--- src/rtl/rfsoc_config_pkg.sv ---
// rfsoc_config: shared types and constants for the PL capture path.
// Header beat layout, arbiter state encoding and the flush bit of the PS control word.
package rfsoc_config;

    typedef enum logic [1:0] {IDLE, HDR, BURST} arb_state_t;

    localparam logic [15:0] ARB_SYNC_WORD    = 16'hA5C3;
    localparam int          HDR_SYNC_LSB     = 0;
    localparam int          HDR_CH_LSB       = 16;
    localparam int          HDR_SEQ_LSB      = 24;
    localparam int          HDR_LEN_LSB      = 40;
    localparam int          HDR_W            = 56;
    localparam int          ADC_BUFFER_FLUSH = 0;

    function automatic logic [HDR_W-1:0] arb_header(input logic [7:0] ch, input logic [15:0] seq,
                                                    input logic [15:0] len);
        logic [HDR_W-1:0] h;
        h = '0;
        h[HDR_SYNC_LSB +: 16] = ARB_SYNC_WORD;
        h[HDR_CH_LSB +: 8]    = ch;
        h[HDR_SEQ_LSB +: 16]  = seq;
        h[HDR_LEN_LSB +: 16]  = len;
        return h;
    endfunction

endpackage

--- src/rtl/adc_stream_arbiter_pick.sv ---
// rr_priority_pick: first set request at or after ptr, wrapping modulo N.
module rr_priority_pick #(
    parameter int N = 4,
    localparam int W = $clog2(N)
) (
    input  logic [N-1:0] i_req,
    input  logic [W-1:0] i_ptr,
    output logic [W-1:0] o_pick,
    output logic         o_any
);

    logic [N-1:0] w_rot;
    logic [W-1:0] w_off;

    // Rotate so bit j is request (ptr+j) mod N; the lowest set bit is the winner.
    assign w_rot = N'({i_req, i_req} >> i_ptr);

    always_comb begin
        w_off = '0;
        for (int i = N - 1; i >= 0; i--)
            if (w_rot[i]) w_off = W'(i);
    end

    assign o_pick = W'((32'(i_ptr) + 32'(w_off)) % N);
    assign o_any  = |i_req;

endmodule

--- src/rtl/adc_stream_arbiter.sv ---
// adc_stream_arbiter: round-robin burst arbiter merging NUM_CH ADC streams onto one registered AXIS output.
// Define ARB_HEADER_EN to emit a sync/grant/sequence/length header beat ahead of every burst.
module adc_stream_arbiter
    import rfsoc_config::*;
#(
    parameter int NUM_CH    = 4,
    parameter int BURST_LEN = 16,
    parameter int DATA_W    = 128,
    localparam int GW = $clog2(NUM_CH),
    localparam int CW = $clog2(BURST_LEN) + 1
) (
    input  logic                     pl_clk,
    input  logic                     rst,
    input  logic [NUM_CH*DATA_W-1:0] s_axis_tdata,
    input  logic [NUM_CH-1:0]        s_axis_tvalid,
    output logic [NUM_CH-1:0]        s_axis_tready,
    output logic [DATA_W-1:0]        m_axis_tdata,
    output logic                     m_axis_tvalid,
    input  logic                     m_axis_tready,
    input  logic [NUM_CH-1:0]        ch_enable,
    input  logic [15:0]              gpio_ctrl,
    output logic [GW-1:0]            grant_ch,
    output logic                     busy
);

    arb_state_t        r_state, w_state_nxt;
    logic [GW-1:0]     r_grant, r_rr_ptr, w_pick, w_rr_nxt;
    logic [CW-1:0]     r_beat_cnt;
    logic [15:0]       r_burst_seq;
    logic [DATA_W-1:0] r_m_tdata;
    logic              r_m_tvalid, r_busy;
    logic              w_any, w_flush, w_out_free, w_in_xfer, w_last, w_burst_end, w_unused;

`ifdef ARB_HEADER_EN
    localparam arb_state_t GRANT_ST = HDR;
    logic [DATA_W-1:0] w_hdr;
    assign w_hdr = DATA_W'(arb_header(8'(r_grant), r_burst_seq, 16'(BURST_LEN)));
`else
    localparam arb_state_t GRANT_ST = BURST;
`endif

    rr_priority_pick #(.N(NUM_CH)) u_pick (
        .i_req  (s_axis_tvalid & ch_enable),
        .i_ptr  (r_rr_ptr),
        .o_pick (w_pick),
        .o_any  (w_any)
    );

    assign w_flush     = gpio_ctrl[ADC_BUFFER_FLUSH];
    assign w_unused    = &{1'b0, gpio_ctrl};
    assign w_out_free  = !r_m_tvalid || m_axis_tready;
    assign s_axis_tready = (r_state == BURST && w_out_free) ? NUM_CH'(1) << r_grant : '0;
    assign w_in_xfer   = s_axis_tvalid[r_grant] && s_axis_tready[r_grant];
    assign w_last      = r_beat_cnt == CW'(BURST_LEN - 1);
    // A disabled channel ends its burst early; a plain tvalid gap only stalls it.
    assign w_burst_end = r_state == BURST && ((w_in_xfer && w_last) || !ch_enable[r_grant]);
    assign w_rr_nxt    = (r_grant == GW'(NUM_CH - 1)) ? '0 : r_grant + 1'b1;

    always_comb begin
        w_state_nxt = w_flush                        ? IDLE :
                      (r_state == IDLE && w_any)     ? GRANT_ST :
                      (r_state == HDR && w_out_free) ? BURST :
                      w_burst_end                    ? IDLE : r_state;
    end

    always_ff @(posedge pl_clk or negedge rst) begin
        if (!rst) r_state <= IDLE;
        else      r_state <= w_state_nxt;
    end

    always_ff @(posedge pl_clk or negedge rst) begin
        if (!rst) begin
            r_grant     <= '0;
            r_rr_ptr    <= '0;
            r_beat_cnt  <= '0;
            r_burst_seq <= '0;
            r_m_tdata   <= '0;
            r_m_tvalid  <= 1'b0;
            r_busy      <= 1'b0;
        end else if (w_flush) begin
            r_rr_ptr    <= '0;
            r_beat_cnt  <= '0;
            r_burst_seq <= '0;
            r_m_tdata   <= '0;
            r_m_tvalid  <= 1'b0;
            r_busy      <= 1'b0;
        end else begin
            if (r_m_tvalid && m_axis_tready) r_m_tvalid <= 1'b0;
            if (r_state == IDLE && w_any) begin
                r_grant    <= w_pick;
                r_beat_cnt <= '0;
                r_busy     <= 1'b1;
            end
`ifdef ARB_HEADER_EN
            if (r_state == HDR && w_out_free) begin
                r_m_tdata  <= w_hdr;
                r_m_tvalid <= 1'b1;
            end
`endif
            if (w_in_xfer) begin
                r_m_tdata  <= s_axis_tdata[r_grant*DATA_W +: DATA_W];
                r_m_tvalid <= 1'b1;
                r_beat_cnt <= r_beat_cnt + 1'b1;
            end
            if (w_burst_end) begin
                r_rr_ptr    <= w_rr_nxt;
                r_burst_seq <= r_burst_seq + 1'b1;
                r_busy      <= 1'b0;
            end
        end
    end

    assign m_axis_tdata  = r_m_tdata;
    assign m_axis_tvalid = r_m_tvalid;
    assign grant_ch      = r_grant;
    assign busy          = r_busy;

endmodule

--- config.mk ---
export PLATFORM = sky130hd
export DESIGN_NAME = adc_stream_arbiter
export DESIGN_NICKNAME = d
export VERILOG_FILES = /design/src/rtl/rfsoc_config_pkg.sv /design/src/rtl/adc_stream_arbiter_pick.sv /design/src/rtl/adc_stream_arbiter.sv
export SDC_FILE = /design/constraint.sdc
export NUM_CORES = 1
export LEC_CHECK = 0
export ABC_AREA = 1
export BUFFER_PORTS_ARGS = -buffer_cell sky130_fd_sc_hd__buf_2
export CORE_AREA = 5 5 260 262
export DETAILED_ROUTE_END_ITERATION = 16
export DIE_AREA = 0 0 265 267
export RECOVER_POWER = 25
export SLEW_MARGIN = 25
export SYNTH_ARGS = -nofsm -noshare
export SYNTH_HDL_FRONTEND = slang
export SYNTH_SLANG_ARGS = --single-unit
--- constraint.sdc ---
create_clock -name pl_clk -period 3.8 [get_ports pl_clk]
set_input_delay 1.14 -clock pl_clk [delete_from_list [all_inputs] [get_ports pl_clk]]
set_output_delay 1.14 -clock pl_clk [all_outputs]
set_load 0.01 [all_outputs]
==> metrics.md <==
| Metric | Value |
|---|---|
| Area growth syn-to-layout | 49.43% |
| Clock Skew | slightly below 9 ps |
| Final period util | 78.89% |
| Per-cell routed wire length | around 16 um |
| H-tree Lvls | 4 |
| CP delay by family, top | buffers and inverters |
| CTS buffer count | 17 |
| VDD IR max | 0.0005989 V |
| Initial antenna violation count | 3 |
| Critical Path AT | between 1500 and 2000 ps |
| Post-Syn Area | 0.009495 sq mm |
| Setup-failing EPs final | 0 |
| Worst setup path end | s_axis_tready[1] |
| Synth top area share | ~37% |
| WP depth | 6 |
| RR Endpoint | m_axis_tdata[33] |
| Worst setup path start | m_axis_tready |
| CP max FO | 5 |
| Worst Max-Slew Pin Slew | 1712 ps |
| Failing checks | max-capacitance violations, max-slew violations |
| CTS tree | built |
| Clock Pin Slew Worst Setup and Hold Paths | ~60 ps |
| Crit-path cells | buf_2, inv_1, a21oi_4, inv_1, nor2_1, buf_2 |
| Vias in the first global route | about 11000 |
| Worst reg2reg startpoint | grant_ch[0] |
| LEAKAGE | around 7.2 nW |
| Port buffer count | 659 |
| RD Place Congestion | between 0.8 and 0.9 |
| TritonRoute pass-1 iters | 5 |
| Final ANT Viol Nets | 0 |
| # IOs | between 600 and 700 |
| Vias | 11410 |
| Max Slew Vio Count | 63 |
| Die width | around 270 um |
| Placement Rows | 94 |
| Dpl ws | a little over 800 ps |
| Routed Wire Length | ~43000 um |
| Final core utilization | a little over a fifth |
| Total GRT Usage | 11.50% |
| Sink Count | 140 |
| PwrDens | about 670 mW/mm^2 |
| Crit path time final | roughly 3000 ps |
| Critical path's slowest cell | a21oi_4 |
| Max stage delay on crit path | roughly 170 ps |
| Number of synthesized register bits | 140 |
| Largest net degree at the start of global routing | between 100 and 150 |
| WHS | 472.0 ps |
| HP Class | reg -> reg |
| Reg2Reg Depth | 10 |
| Kind of critical path | in -> out |
| Post-synthesis cell count | ~1300 |
| Worst slew margin | -14.12% |
| Avg Vias per Cell | roughly 4.2 |
| First DRT Iteration DRCs | between 600 and 700 |
| Final hold violation count | 0 |
| Clk Latency, worst-skew pair | 460 ps |
| Total of max-cap violations | 1 |
| Crit path required time | 2660 ps |
| CP bufs+invs | 4 |
| Ys Warns | 0 |
| Root buf cell | clkbuf_16 |
| Die Area | approximately 0.071 sq mm |
| First-pass GRT wire length | around 64000 um |
| CTS Hold Bufs | 0 |
| CP startpoint kind | input pin |
| Fill cells | between 7000 and 8000 |
| Syn Area/Cell | 7.483 sq um |
| Most common cell after layout, fill and taps aside | buf_2 |
| R2R Setup Slk | roughly 1400 ps |
| Drt drc | 0 |
| Final setup margin | around 800 ps |
| CP endpoint kind | output port |
| Clock buffer depth | 2 |
| Post-cts sizing count | 0 |
| Largest cells by area after synthesis | dfrtp_1 37%, nand2_1 21%, a32o_1 13%, o21ai_2 7.4%, a21oi_1 6.8% |
| Fmax | roughly 330 MHz |
| Initial core utilization | between 10% and 20% |
| Status | complete, but fails checks |
| Vert. Die Dim | 267 um |
| Core Area | about 0.065 sq mm |
| Total power | 0.009451 W |
| DPL Wire Length | between 30000 and 40000 um |
| Postcts setup bufs | 0 |
| Yosys top cell by area | dfrtp_1 |
| Total gr overflow | 0 |
| Netlist cell types | 30 |
| Net count, final | about 2400 |
| RSZ-0062 raised after global routing | no |
| Setup_tns | 0 ps |
| Commonest cells after routing, fill and taps aside | 658 x buf_2, 538 x nand2_1, 138 x dfrtp_1 |
| Layout cells sized above 1 | a little over two fifths |
| Register area share after synthesis | 36.90% |
| Syn_nets | around 1800 |
[how the worst min path moves through the flow]
stage                     start          endpoint  slack (ps)  depth (start not counted)
6_report       m_axis_tdata[31]  m_axis_tdata[31]         470                          2
5_1_grt        m_axis_tdata[23]  m_axis_tdata[23]         490                          2
4_1_cts        m_axis_tdata[31]  m_axis_tdata[31]         480                          2
3_5_place_dp   m_axis_tdata[31]  m_axis_tdata[31]         460                          2
3_3_place_gp    m_axis_tdata[4]   m_axis_tdata[4]         460                          2
2_1_floorplan     r_beat_cnt[4]     r_beat_cnt[4]         480                          2
[stage by stage]
stage	instance area, sq um	std cells
floorplan	9495	1269
global placement	13610	2700
detailed placement	13610	2700
CTS	14210	2732
global route	14190	2733
finish	14190	2734
[state kept, by name (all words and copies together), names as in the netlist]
signal / flops
m_axis_tdata: 128
r_beat_cnt: 5
grant_ch: 2
r_rr_ptr: 2
busy: 1
m_axis_tvalid: 1
r_state: 1
[layer usage]
layer  global-route usage [%]  wire length, um  share of wire (%)
met5                        0               13              0.030
met4                    4.741             1339                3.1
met3                    3.438             3287                7.6
met2                    18.86            20700                 48
met1                    14.14            18060                 42
[power by group]
part / internal, W / switching [W] / leakage, nW / total (W)
Combinational: 0.00201 / 0.00334 / 5.06 / 0.00535
Sequential: 0.00204 / 0.000328 / 1.90 / 0.00237
Clock: 0.00101 / 0.000728 / 0.279 / 0.00173
Total: 0.00506 / 0.00439 / 7.24 / 0.00945
[layout make-up]
cell class / count / area (sq um) / area share [%]
clock buffers: 20 / 456.7 / 3.219
flip-flops and latches: 140 / 3511 / 24.74
inverters: 19 / 83.83 / 0.5908
well taps: 864 / 1081 / 7.619
repair buffers: 681 / 3556 / 25.06
diodes: 2 / 5.005 / 0.03527
clock inverters: 12 / 138.9 / 0.9788
multi-input cells: 996 / 5356 / 37.75
[cells in the mapped netlist]
cell      instances
o21ai_2          80
a21boi_0          1
nand3_2           2
clkbuf_1         63
ha_1              7
a21oi_4           1
xor2_1            1
nand2_1         538
nor2_4            2
buf_2            22
o21ai_0          32
nand4_1           2
a32o_1          128
o22ai_1           1
nor3_1            1
buf_1            11
inv_2             4
o21ai_1          23
a41oi_1           1
buf_4             7
inv_1            15
and3_1            1
buf_6            11
nor2_1            8
a21oi_1         129
xnor2_1           1
nand3b_1          3
nand2_2           1
dfrtp_1         140
nand3_1          33
[logic make-up after synthesis]
| family | count (synthesis) | share of synthesized area (%) |
|---|---|---|
| xor+xnor | 2 | 0.1845 |
| fa+ha+maj | 7 | 0.9223 |
| buf+inv | 133 | 6.694 |
| simple gates | 591 | 24.32 |
| compound gates | 396 | 30.98 |
| flops | 140 | 36.90 |
[worst register-to-register path: cells and delay by family (launching register included)]
kind                   cells  cell delay, ps
buffers and inverters      3             940
and+or+nand+nor            6             810
DFF                        1             510
AOI/OAI and AO/OA          1              90
No activity file was read; power rests on OpenSTA's default activity.
